**config.mk**
```make
export PLATFORM = sky130hd
export DESIGN_NAME = enc_top
export DESIGN_NICKNAME = d
export VERILOG_FILES = /design/src/rtl/ecc_pkg.sv /design/src/rtl/chk_gen.sv /design/src/rtl/enc_top.sv
export SDC_FILE = /design/constraint.sdc
export NUM_CORES = 1
export LEC_CHECK = 0
export CORE_UTILIZATION = 30
export CTS_CLUSTER_DIAMETER = 60
export CTS_CLUSTER_SIZE = 40
export DETAILED_ROUTE_END_ITERATION = 8
export GPL_ROUTABILITY_DRIVEN = 0
export MAX_ROUTING_LAYER = met4
export REMOVE_ABC_BUFFERS = 1
export SLEW_MARGIN = 5
export SYNTH_ARGS = -nofsm -noshare
export SYNTH_HDL_FRONTEND = slang
export SYNTH_SLANG_ARGS = --single-unit
```
**constraint.sdc**
```tcl
create_clock -name clk -period 1.9 [get_ports clk]
set_input_delay 0.285 -clock clk [delete_from_list [all_inputs] [get_ports clk]]
set_output_delay 0.285 -clock clk [all_outputs]
set_load 0.01 [all_outputs]
```
**src/rtl/ecc_pkg.sv**
```systemverilog
`default_nettype none
// ============================================================================
// Module : ecc_pkg
// Widths, check-bit masks and fault-injection helper for the SEC-DED encoder.
// Rev    : 1.0  initial release
// ============================================================================
package ecc_pkg;

  localparam int DATA_W = 32;
  localparam int CHK_W  = 7;
  localparam int CW_W   = DATA_W + CHK_W;

  typedef logic [CW_W-1:0] cw_t;

  // Row k selects the data bits whose XOR forms CHK[k].
  localparam logic [CHK_W-1:0][DATA_W-1:0] CHK_MASK = {
    32'h5403_FF10,  // CHK6
    32'h8B50_3E88,  // CHK5
    32'hA2BB_C244,  // CHK4
    32'h7D9C_4422,  // CHK3
    32'hC06C_89E1,  // CHK2
    32'h13E5_101F,  // CHK1
    32'h2C02_21FF   // CHK0
  };

  // Positions beyond the codeword select nothing, including the paired bit.
  function automatic cw_t inj_mask(input logic en, input logic dbl, input logic [5:0] pos);
    cw_t m;
    m = '0;
    if (en && (pos < 6'(CW_W))) begin
      m[pos] = 1'b1;
      if (dbl) begin
        m[(pos == 6'(CW_W - 1)) ? 6'd0 : pos + 6'd1] = 1'b1;
      end
    end
    return m;
  endfunction

endpackage
`default_nettype wire

```
**src/rtl/chk_gen.sv**
```systemverilog
`default_nettype none
// ============================================================================
// Module : chk_gen
// Combinational even-parity check-bit generator, 32 data bits to 7 check bits.
// Rev    : 1.0  initial release
// ============================================================================
module chk_gen
  import ecc_pkg::*;
(
  input  logic [DATA_W-1:0] i_data,
  output logic [CHK_W-1:0]  o_chk
);

  for (genvar k = 0; k < CHK_W; k++) begin : g_chk
    assign o_chk[k] = ^(i_data & CHK_MASK[k]);
  end

endmodule
`default_nettype wire

```
**src/rtl/enc_top.sv**
```systemverilog
`default_nettype none
// ============================================================================
// Module : enc_top
// SEC-DED encoder with 2-entry output FIFO and delivered-word counter.
// Optional fault injection enabled by macro ENC_ERR_INJECT_EN.
// Rev    : 1.0  initial release
// ============================================================================
module enc_top
  import ecc_pkg::*;
#(
  parameter int CNT_W = 16
) (
  input  logic              clk,
  input  logic              rst_n,
  input  logic [DATA_W-1:0] IN,
  input  logic              IN_VALID,
  output logic              IN_READY,
`ifdef ENC_ERR_INJECT_EN
  input  logic              INJ_EN,
  input  logic              INJ_DBL,
  input  logic [5:0]        INJ_POS,
`endif
  output logic [CW_W-1:0]   OUT,
  output logic              OUT_VALID,
  input  logic              OUT_READY,
  output logic [CNT_W-1:0]  WORD_CNT
);

  logic [CHK_W-1:0] w_chk;
  cw_t              w_cw;
  logic             w_push;
  logic             w_pop;
  logic [1:0]       w_occ_nxt;

  cw_t              r_mem [2];
  logic             r_wr_ptr;
  logic             r_rd_ptr;
  logic [1:0]       r_occ;
  logic             r_in_rdy;
  logic [CNT_W-1:0] r_word_cnt;

  chk_gen u_chk_gen (
    .i_data (IN),
    .o_chk  (w_chk)
  );

`ifdef ENC_ERR_INJECT_EN
  assign w_cw = {w_chk, IN} ^ inj_mask(INJ_EN, INJ_DBL, INJ_POS);
`else
  assign w_cw = {w_chk, IN};
`endif

  assign w_push = IN_VALID && r_in_rdy;
  assign w_pop  = OUT_VALID && OUT_READY;

  always_comb begin
    w_occ_nxt = r_occ;
    case ({w_push, w_pop})
      2'b10:   w_occ_nxt = r_occ + 2'd1;
      2'b01:   w_occ_nxt = r_occ - 2'd1;
      default: w_occ_nxt = r_occ;
    endcase
  end

  // Ready is registered from next occupancy so OUT_READY never reaches IN_READY combinationally.
  always_ff @(posedge clk or negedge rst_n) begin
    if (!rst_n) begin
      r_mem[0]   <= '0;
      r_mem[1]   <= '0;
      r_wr_ptr   <= 1'b0;
      r_rd_ptr   <= 1'b0;
      r_occ      <= 2'd0;
      r_in_rdy   <= 1'b0;
      r_word_cnt <= '0;
    end else begin
      if (w_push) begin
        r_mem[r_wr_ptr] <= w_cw;
        r_wr_ptr        <= ~r_wr_ptr;
      end
      if (w_pop) begin
        r_rd_ptr   <= ~r_rd_ptr;
        r_word_cnt <= r_word_cnt + 1'b1;
      end
      r_occ    <= w_occ_nxt;
      r_in_rdy <= (w_occ_nxt != 2'd2);
    end
  end

  assign IN_READY  = r_in_rdy;
  assign OUT       = r_mem[r_rd_ptr];
  assign OUT_VALID = (r_occ != 2'd0);
  assign WORD_CNT  = r_word_cnt;

endmodule
`default_nettype wire

```
==> results of run 1 <==
[cells by family after synthesis]
logic type	after synthesis	synth area share [%]
AOI/OAI and AO/OA	14	1.45
xor gates and xnor gates	86	16.2
adders and majority gates	2	0.520
buffers and inverters	15	1.40
DFF	99	51.4
muxes	103	24.1
and+or+nand+nor	49	4.86
[report_power, final]
group | total (mW) | switching, mW | internal [mW] | leakage [nW]
clock network | 1.83 | 0.816 | 1.02 | 0.141
registers | 3.62 | 0.545 | 3.08 | 1.20
logic | 4.85 | 2.06 | 2.78 | 1.40
total | 10.3 | 3.42 | 6.88 | 2.74
[sequential cells by signal (all words and copies together) (netlist names)]
signal    flops
r_rd_ptr      1
IN_READY      1
r_wr_ptr      1
r_occ         2
r_mem        78
WORD_CNT     16
[synthesized netlist by cell type (all sizes together)]
master  number  area [sq um]
mux2       103          1160
buf         11          50.0
clkbuf       2          7.51
nand4        3          18.8
xnor2       71           637
nand3        7          35.0
nor3         1          10.0
xnor3        1          22.5
and3         1          11.3
nand2       29           111
nor2         4          15.0
xor2        14           123
inv          2          10.0
ha           2          25.0
or2          2          15.0
dfrtp       99          2480
o21ai       14          70.1
and4         2          17.5
[per-layer routing]
| layer | wire length (um) | track usage (%) | share of wire, % |
|---|---|---|---|
| met5 | 0 | - | 0 |
| met4 | 179 | 4.78 | 1.6 |
| met3 | 337 | 2.87 | 3.0 |
| met2 | 5320 | 23.1 | 47 |
| met1 | 5540 | 20.0 | 49 |
[layout by cell type, fill, tap and decap left out, types with 3 or more instances in the layout]
master / instances
o21ai_1: 14
nand2_1: 28
clkdlybuf4s15_1: 14
clkbuf_2: 7
clkbuf_16: 9
clkdlybuf4s50_1: 52
buf_12: 5
buf_4: 24
buf_6: 5
nand3_1: 6
dfrtp_1: 98
nor2_1: 4
buf_2: 13
mux2_2: 102
clkinv_2: 3
xnor2_1: 69
nand4_1: 3
dlygate4sd2_1: 4
xor2_1: 14
[what timing repair did]
item                       4_1_cts  5_1_grt
pin swaps                        0        0
resized for setup               84       35
setup endpoints to repair       39       31
hold buffers                     1        0
hold endpoints to repair        39        0
buffers inserted                 4        1
gates cloned                     2        0
[per-stage QoR]
stage	hold WS (ps)	area [sq um]	util, %	power (mW)	worst slack, ps
finish	470	6510	42.2	10.3	-39.2
global placement	320	6240	40.4	8.72	-116
CTS	486	6530	42.3	10.4	-122
global route	507	6510	42.2	11.0	-84.1
floorplan	-10.6	4760	-	6.40	-222
detailed placement	326	6240	40.4	8.85	-108
[final timing paths]
kind                       startpoint  depth (start not counted)  slack, ps          end
max                          r_rd_ptr                          3        -40      OUT[19]
min                             rst_n                          2        470     r_rd_ptr
max reg2reg                  r_occ[0]                          7        220     IN_READY
min reg2reg                 r_mem[75]                          2        480    r_mem[75]
max in group asynchronous       rst_n                          3        800  WORD_CNT[5]
min in group clk            r_mem[75]                          2        480    r_mem[75]
[worst register-to-register path: cells and delay by family (launching register included)]
kind,cells,cell delay (ps)
adders and majority gates,1,320
buffers and inverters,1,70
and+or+nand+nor,4,570
xor gates and xnor gates,1,200
DFF,1,410
[layout make-up]
type / instances / share of cell area [%]
multi-input cells: 254 / 35.0
flip-flops and latches: 99 / 38.1
clock buffers: 9 / 3.46
inverters: 2 / 0.154
repair buffers: 127 / 18.2
clock inverters: 7 / 1.06
well taps: 211 / 4.05
==> flow_summary.ini, run 1 <==
[final_layout]
nNetsFinal = 531
seq_area_sq_mm = 0.00248
antenna_cells = 0
instances_no_fill = 709
drive_gt1_share_pct = 37.1
n_fill_cell = 1502
multiInputGateArea_sq_mm = 0.00228
areaGrowthSynthToFinish_pct = 35.2

[grt]
grt_pass1_wl_um = 18100
grt_max_degree = 43
grt_usage_pct = 15.0
grt_pass1_vias = 3398
antenna_found_initial = 0
grt_overflow = 0

[floorplanning]
ios = 93
die-area_sq_mm = 0.0166
fp.dieW_um = 129
core_area_sq_mm = 0.0154
num_rows = 45
initial_core_util_pct = 31.2
die_y_um = 129

[setup_path]
crit_arrival_ps = 1650
path_cells = buf_8, mux2_2, dlygate4sd2_1
crit_buf_inv = 2
critical_path.max_stage_delay_ps = 460
critical_path_class = reg2out
critPathLaunchType = flip-flop
cp_top_family = buffers and inverters
crit_fanout = 13
end_kind = primary output
crit_required_ps = 1620
worst_path_max_delay_cell = dfrtp_2

[sta]
finalSetupViolations = 5
rsz0062_at_grt = true
fin_tns_setup_ps = -112
drv_slew = 0
clock.fmax_ghz = 0.516
finalWorstSetupSlack_ps = -39.2
finalCritPeriodShare_pct = 102
slew_headroom_pct = 60.8
hold_viol_final = 0
min_period_ps = 1940
tightest_slew_ps = 587
skew_ps = 7.13

[drt]
drc = 0
via_per_inst = 4.43
ant_nets = 0
wl_um = 11400
drtPass1Iterations = 4
vias = 3141
drt-initial-drc-count = 106
wire_per_inst_um = 16.1

[synth]
syn_area_sq_mm = 0.00482
synth.distinct_cells = 23
avgSynthCellArea_sq_um = 13.1
yosys_warnings = 0
ys_ff_latch = 99
synth-seq-area-share_pct = 51.4
synthCells = 368

[clock_tree]
root_buffer = clkbuf_16
cts_tree = yes
clk_latency_ps = 350
h-tree-depth = 3
cts_made_buffers = 9
clk_path_buf_depth = 2
clkTransAtPathRegs_ps = 70
cts.sinks = 99

[outcome]
violations = setup timing
outcome = finished, violations left

[power_and_ir_drop]
p_leak_nw = 2.74
p_per_area_mw_per_mm2 = 1580
ir_drop_v = 0.000671

[placed_design]
dp_hpwl_um = 8060
dp.cells = 687
port-buffer-count = 92

[min_path]
hp-class = in2async

[run]
max_cap_viol_count = 0
No activity file was read; power rests on OpenSTA's default activity.
==> run 2: changes to the inputs <==
ABC_AREA = 1   (was default)
HOLD_SLACK_MARGIN = 0.02   (was default)
==> run 2 against run 1 <==
Net effect:
- the run now ends clean
- sequential power shrank 2%
- utilization down 2.4 points
- maximum frequency rose by 5.7%
- count of clock-buffer cells in the layout unchanged
- combinational power fell by 5.4%
- worst setup slack improved by 100 ps
- global-route usage is 1.9 points higher
- critical path depth is 3 higher
- largest power group unchanged
==> flow_summary.ini, run 2 <==
[sta]
rsz0062_at_grt = false
drv_slew = 0
finalWorstSetupSlack_ps = 65.8
min_period_ps = 1830
finalSetupViolations = 0
slew_headroom_pct = 74.8
finalCritPeriodShare_pct = 96.5
hold_viol_final = 0
clock.fmax_ghz = 0.545
tightest_slew_ps = 378
skew_ps = 7.82

[grt]
grt_pass1_vias = 4730
grt_overflow = 0
grt_usage_pct = 17.0
antenna_found_initial = 2
grt_max_degree = 43
grt_pass1_wl_um = 23900

[drt]
via_per_inst = 4.41
drc = 0
vias = 4868
drt-initial-drc-count = 300
wl_um = 14300
wire_per_inst_um = 12.9
ant_nets = 0
drtPass1Iterations = 5

[setup_path]
cp_common_cell = nand2_1
crit_required_ps = 1620
critical_path.max_stage_delay_ps = 390
crit_start = r_rd_ptr
crit_fanout = 11
path_cells = inv_2, buf_12, buf_4, nand2_1, nand2_1, dlygate4sd2_1
reg2reg_from = r_occ[0]
crit_arrival_ps = 1550
critical_path_class = reg2out
critPathLaunchType = flip-flop
worst_path_max_delay_cell = dfrtp_1
end_kind = primary output

[synth]
synth-seq-area-share_pct = 44.8
ys_ff_latch = 99
synth_commonest_cells = 379 x nand2_1, 99 x dfrtp_1, 62 x o21ai_1
synthCells = 763
yosysMostFrequentCell = nand2_1
yosysTopAreaCellShare_pct = 44.8
synthTopCellsByArea = dfrtp_1 45%, nand2_1 26%, xor2_1 5.7%
synth-edff-count = 0
synth_top_cell_by_area = dfrtp_1
yosys_warnings = 0
synthFlopType = dfrtp_1
syn_area_sq_mm = 0.00552
synth.distinct_cells = 27
avgSynthCellArea_sq_um = 7.24
async_reset_ff_share_pct = 100

[final_layout]
regMostFlops = r_mem
seq_area_sq_mm = 0.00248
drive_gt1_share_pct = 8.25
multiInputGateArea_sq_mm = 0.00269
areaGrowthSynthToFinish_pct = 30.0
instances_no_fill = 1104
layout_commonest_cell = nand2_1
layout_common_cells = 379 x nand2_1, 99 x dfrtp_1, 62 x o21ai_1, 52 x clkdlybuf4s50_1, 51 x inv_1
nNetsFinal = 906
largest_reg_flops = 78
n_fill_cell = 1880

[clock_tree]
clkTransAtPathRegs_ps = 70
h-tree-depth = 3
cts.sinks = 99
cts_tree = yes
clk_latency_ps = 360
clk_path_buf_depth = 2
cts_made_buffers = 9
root_buffer = clkbuf_16

[placed_design]
dp_hpwl_um = 10400
dp.cells = 1082
port-buffer-count = 92
pre_cts_ws_ps = 19.9

[floorplanning]
die_y_um = 138
fp.dieW_um = 138
ios = 93
die-area_sq_mm = 0.0190
initial_core_util_pct = 30.6
num_rows = 49
core_area_sq_mm = 0.0180

[power_and_ir_drop]
clock_power_share_pct = 17.9
net-switching-power_mw = 4.00
p_int_mw = 5.91
p_per_area_mw_per_mm2 = 1380
ir_drop_v = 0.000535
combPwrFrac_pct = 46.4
p_seq_share_pct = 35.8
p_total_mw = 9.91
p_leak_nw = 3.87
switching_share_pct = 40.3

[run]
max_cap_viol_count = 0

[min_path]
hp-class = in2async

[outcome]
outcome = completed
[run 2: changes by cell type after synthesis, sizes merged, moves of 29 or more]
cell   delta
nand2   +354
mux2    -103
inv      +62
o21ai    +53
xnor2    -49
nand3    +29
[run 2: area by class of cell]
type	count	share of cell area, %
clock inverter	7	0.714
tap	229	3.99
timing repair buffer	123	16.7
multi-input combinational	571	37.5
inverter	64	3.35
antenna	2	0.0697
clock buffer	9	3.14
sequential	99	34.5
[run 2: worst max-delay path, delay by kind of cell (launching register included)]
family	cells	cell delay, ps
DFF	1	390
and+or+nand+nor	2	140
buffers and inverters	4	670
[run 2: timing repair]
action,in CTS,in global routing
pin swaps,0,0
endpoints found under the setup margin,39,10
gates resized for setup,43,5
buffers inserted,2,1
endpoints found under the hold margin,19,0
hold buffers,1,0
gates cloned,0,0
[run 2: path summary, 6_finish.rpt]
| path | depth (start not counted) | to | slack [ps] |
|---|---|---|---|
| worst max-delay path | 6 | OUT[2] | 70 |
| worst min-delay path | 2 | WORD_CNT[13] | 390 |
| worst max register to register | 6 | IN_READY | 300 |
| worst min register to register | 2 | r_mem[38] | 480 |
| max in group asynchronous | 3 | r_mem[13] | 970 |
| min in group clk | 2 | r_mem[38] | 480 |
[run 2: through the flow]
stage | utilization, % | setup TNS [ps] | area [sq um] | hold WS, ps
after detailed placement | 38.2 | 0 | 6890 | 210
after global routing | 39.8 | 0 | 7180 | 419
after CTS | 39.7 | -137 | 7160 | 397
after floorplan | - | -16630 | 5410 | -10.6
after global placement | 38.2 | 0 | 6890 | 205
final | 39.8 | 0 | 7180 | 387
[run 2: routing by layer]
layer  part of all wire, %  track usage, %  vias up
met5                     0               -        -
met4                   1.3            4.35        0
met3                   4.3            3.68       11
met2                    45            26.2       82
met1                    49            22.5     2210
li1                      -               -     2565
[run 2: power groups by stage]
stage	sequential [mW]	clock (mW)	combinational (mW)
final	3.54	1.77	4.59
after global placement	3.56	0	4.93
after CTS	3.55	1.83	4.64
after floorplan	3.58	0	2.51
after global routing	3.67	1.92	5.22
after detailed placement	3.57	0	4.97
[run 2: kinds of logic (layout without fill, tap and decap cells)]
kind of cell	Yosys count	count (layout)	synth area share (%)
AOI/OAI and AO/OA	69	69	6.30
xor gates and xnor gates	58	58	9.20
adders and majority gates	2	2	0.453
buffers and inverters	93	203	6.48
DFF	99	99	44.8
other	0	2	0
and+or+nand+nor	442	442	32.7
==> run 3: changes to the inputs <==
CTS_CLUSTER_SIZE = 12   (was 40)
DONT_BUFFER_PORTS = 1   (was default)
==> run 3 against run 2 <==
Net effect:
- routed wire length fell by 4.1%
- register-to-register slack improved by 20 ps
- power fell by 11%
- clock power grew 5%
- the run now ends with hold timing left
- worst setup slack improved by 210 ps
- largest power group is now sequential cells
- worst hold slack got worse by 760 ps
==> flow_summary.ini, run 3 (same netlist as run 2, synthesis figures left out) <==
[sta]
min_period_ps = 1620
hold_viol_final = 99
finalWorstSetupSlack_ps = 279
slew_headroom_pct = 76.0
hold_ws_ps = -372
finalSetupViolations = 0
finalCritPeriodShare_pct = 85.3
rsz0062_at_grt = false
clock.fmax_ghz = 0.617
drv_slew = 0
tightest_slew_ps = 361
skew_ps = 3.08

[setup_path]
rr_worst_depth = 6
crit_fanout = 22
end_kind = primary output
critical_path_class = reg2out
critPathLaunchType = flip-flop
crit_arrival_ps = 1340
crit_required_ps = 1620

[grt]
grt_pass1_wl_um = 22300
grt_max_degree = 100
grt_pass1_vias = 4215
antenna_found_initial = 0
grt_overflow = 0
grt_usage_pct = 16.0

[outcome]
violations = hold timing
outcome = finished, violations left

[drt]
drtPass1Iterations = 4
via_per_inst = 4.49
ant_nets = 0
drc = 0
drt-initial-drc-count = 309
wire_per_inst_um = 13.9
vias = 4435
wl_um = 13700

[floorplanning]
die-area_sq_mm = 0.0190
ios = 93
fp.dieW_um = 138
die_y_um = 138
initial_core_util_pct = 30.6
num_rows = 49
core_area_sq_mm = 0.0180

[placed_design]
pre_cts_ws_ps = 310
dp_hpwl_um = 10100
port-buffer-count = 0

[clock_tree]
cts_tree = yes
root_buffer = clkbuf_16
h-tree-depth = 3
clkTransAtPathRegs_ps = 70
cts.sinks = 99
clk_path_buf_depth = 2
cts_made_buffers = 9
cts_resized = 0
clk_latency_ps = 350
cts_setup_buffers = 0

[power_and_ir_drop]
ir_drop_v = 0.000541
net-switching-power_mw = 3.65
switching_share_pct = 41.4
p_seq_share_pct = 40.8
clock_power_share_pct = 21.0
p_per_area_mw_per_mm2 = 1450
p_leak_nw = 3.30
p_int_mw = 5.16
p_total_mw = 8.81
combPwrFrac_pct = 38.2

[final_layout]
regMostFlops = r_mem
nNetsFinal = 792
layout_commonest_cell = nand2_1
areaGrowthSynthToFinish_pct = 9.92
antenna_cells = 0
largest_reg_flops = 78
layout_common_cells = 379 x nand2_1, 99 x dfrtp_1, 62 x o21ai_1, 52 x inv_1, 36 x xor2_1
n_fill_cell = 1947
drive_gt1_share_pct = 6.20

[run]
max_cap_viol_count = 0

[min_path]
hp-class = in2async
-- run 3: cell count changes in the layout (fill, tap and decap cells not counted), moves of 2 or more --
| cell | previous run | this run |
|---|---|---|
| diode_2 | 2 | 0 |
| buf_12 | 6 | 1 |
| buf_4 | 23 | 8 |
| inv_6 | 2 | 0 |
| clkdlybuf4s15_1 | 5 | 0 |
| dlygate4sd2_1 | 33 | 0 |
| clkdlybuf4s50_1 | 52 | 0 |
-- run 3: metal layers --
layer	global-route usage (%)	vias to the layer above	part of all wire, %
li1	-	2331	-
met1	20.1	2014	46
met4	5.80	0	1.5
met2	23.7	71	44
met5	-	-	0
met3	5.45	19	8.3
-- run 3: path summary, 6_finish.rpt --
kind / from / end / slack, ps
worst max-delay path: r_rd_ptr / OUT[35] / 280
worst min-delay path: rst_n / r_mem[31] / -370
worst max register to register: r_occ[0] / IN_READY / 320
worst min register to register: r_mem[73] / r_mem[73] / 480
max in group asynchronous: rst_n / WORD_CNT[3] / 2050
min in group clk: IN[20] / r_mem[59] / 80
-- run 3: cell type report --
type	instances	area (sq um)	share of cell area, %
Multi-Input combinational cell	571	2690	44.4
Sequential cell	99	2480	40.8
Tap cell	229	287	4.72
Clock buffer	11	243	4.00
Inverter	64	240	3.96
Timing Repair Buffer	9	80.1	1.32
Clock inverter	4	51.3	0.845
-- run 3: metrics by stage --
stage               instance area (sq um)  std cells  setup TNS [ps]  utilization [%]
floorplan                            5410        734          -16630                -
global placement                     5780        972               0             32.1
detailed placement                   5780        972               0             32.1
CTS                                  6070        987               0             33.7
global route                         6070        987               0             33.7
finish                               6070        987               0             33.7
-- run 3: critical path: stages (launching register included) --
cell,delay [ps]
dfrtp_1,390
inv_1,80
buf_4,270
nand2_1,80
nand2_1,160
-- run 3: power groups by stage --
stage | Combinational [mW] | Clock [mW] | Sequential (mW)
2_1_floorplan | 2.51 | 0 | 3.58
3_3_place_gp | 3.40 | 0 | 3.61
3_5_place_dp | 3.45 | 0 | 3.63
4_1_cts | 3.46 | 1.90 | 3.60
5_1_grt | 3.93 | 1.97 | 3.72
6_report | 3.36 | 1.85 | 3.60
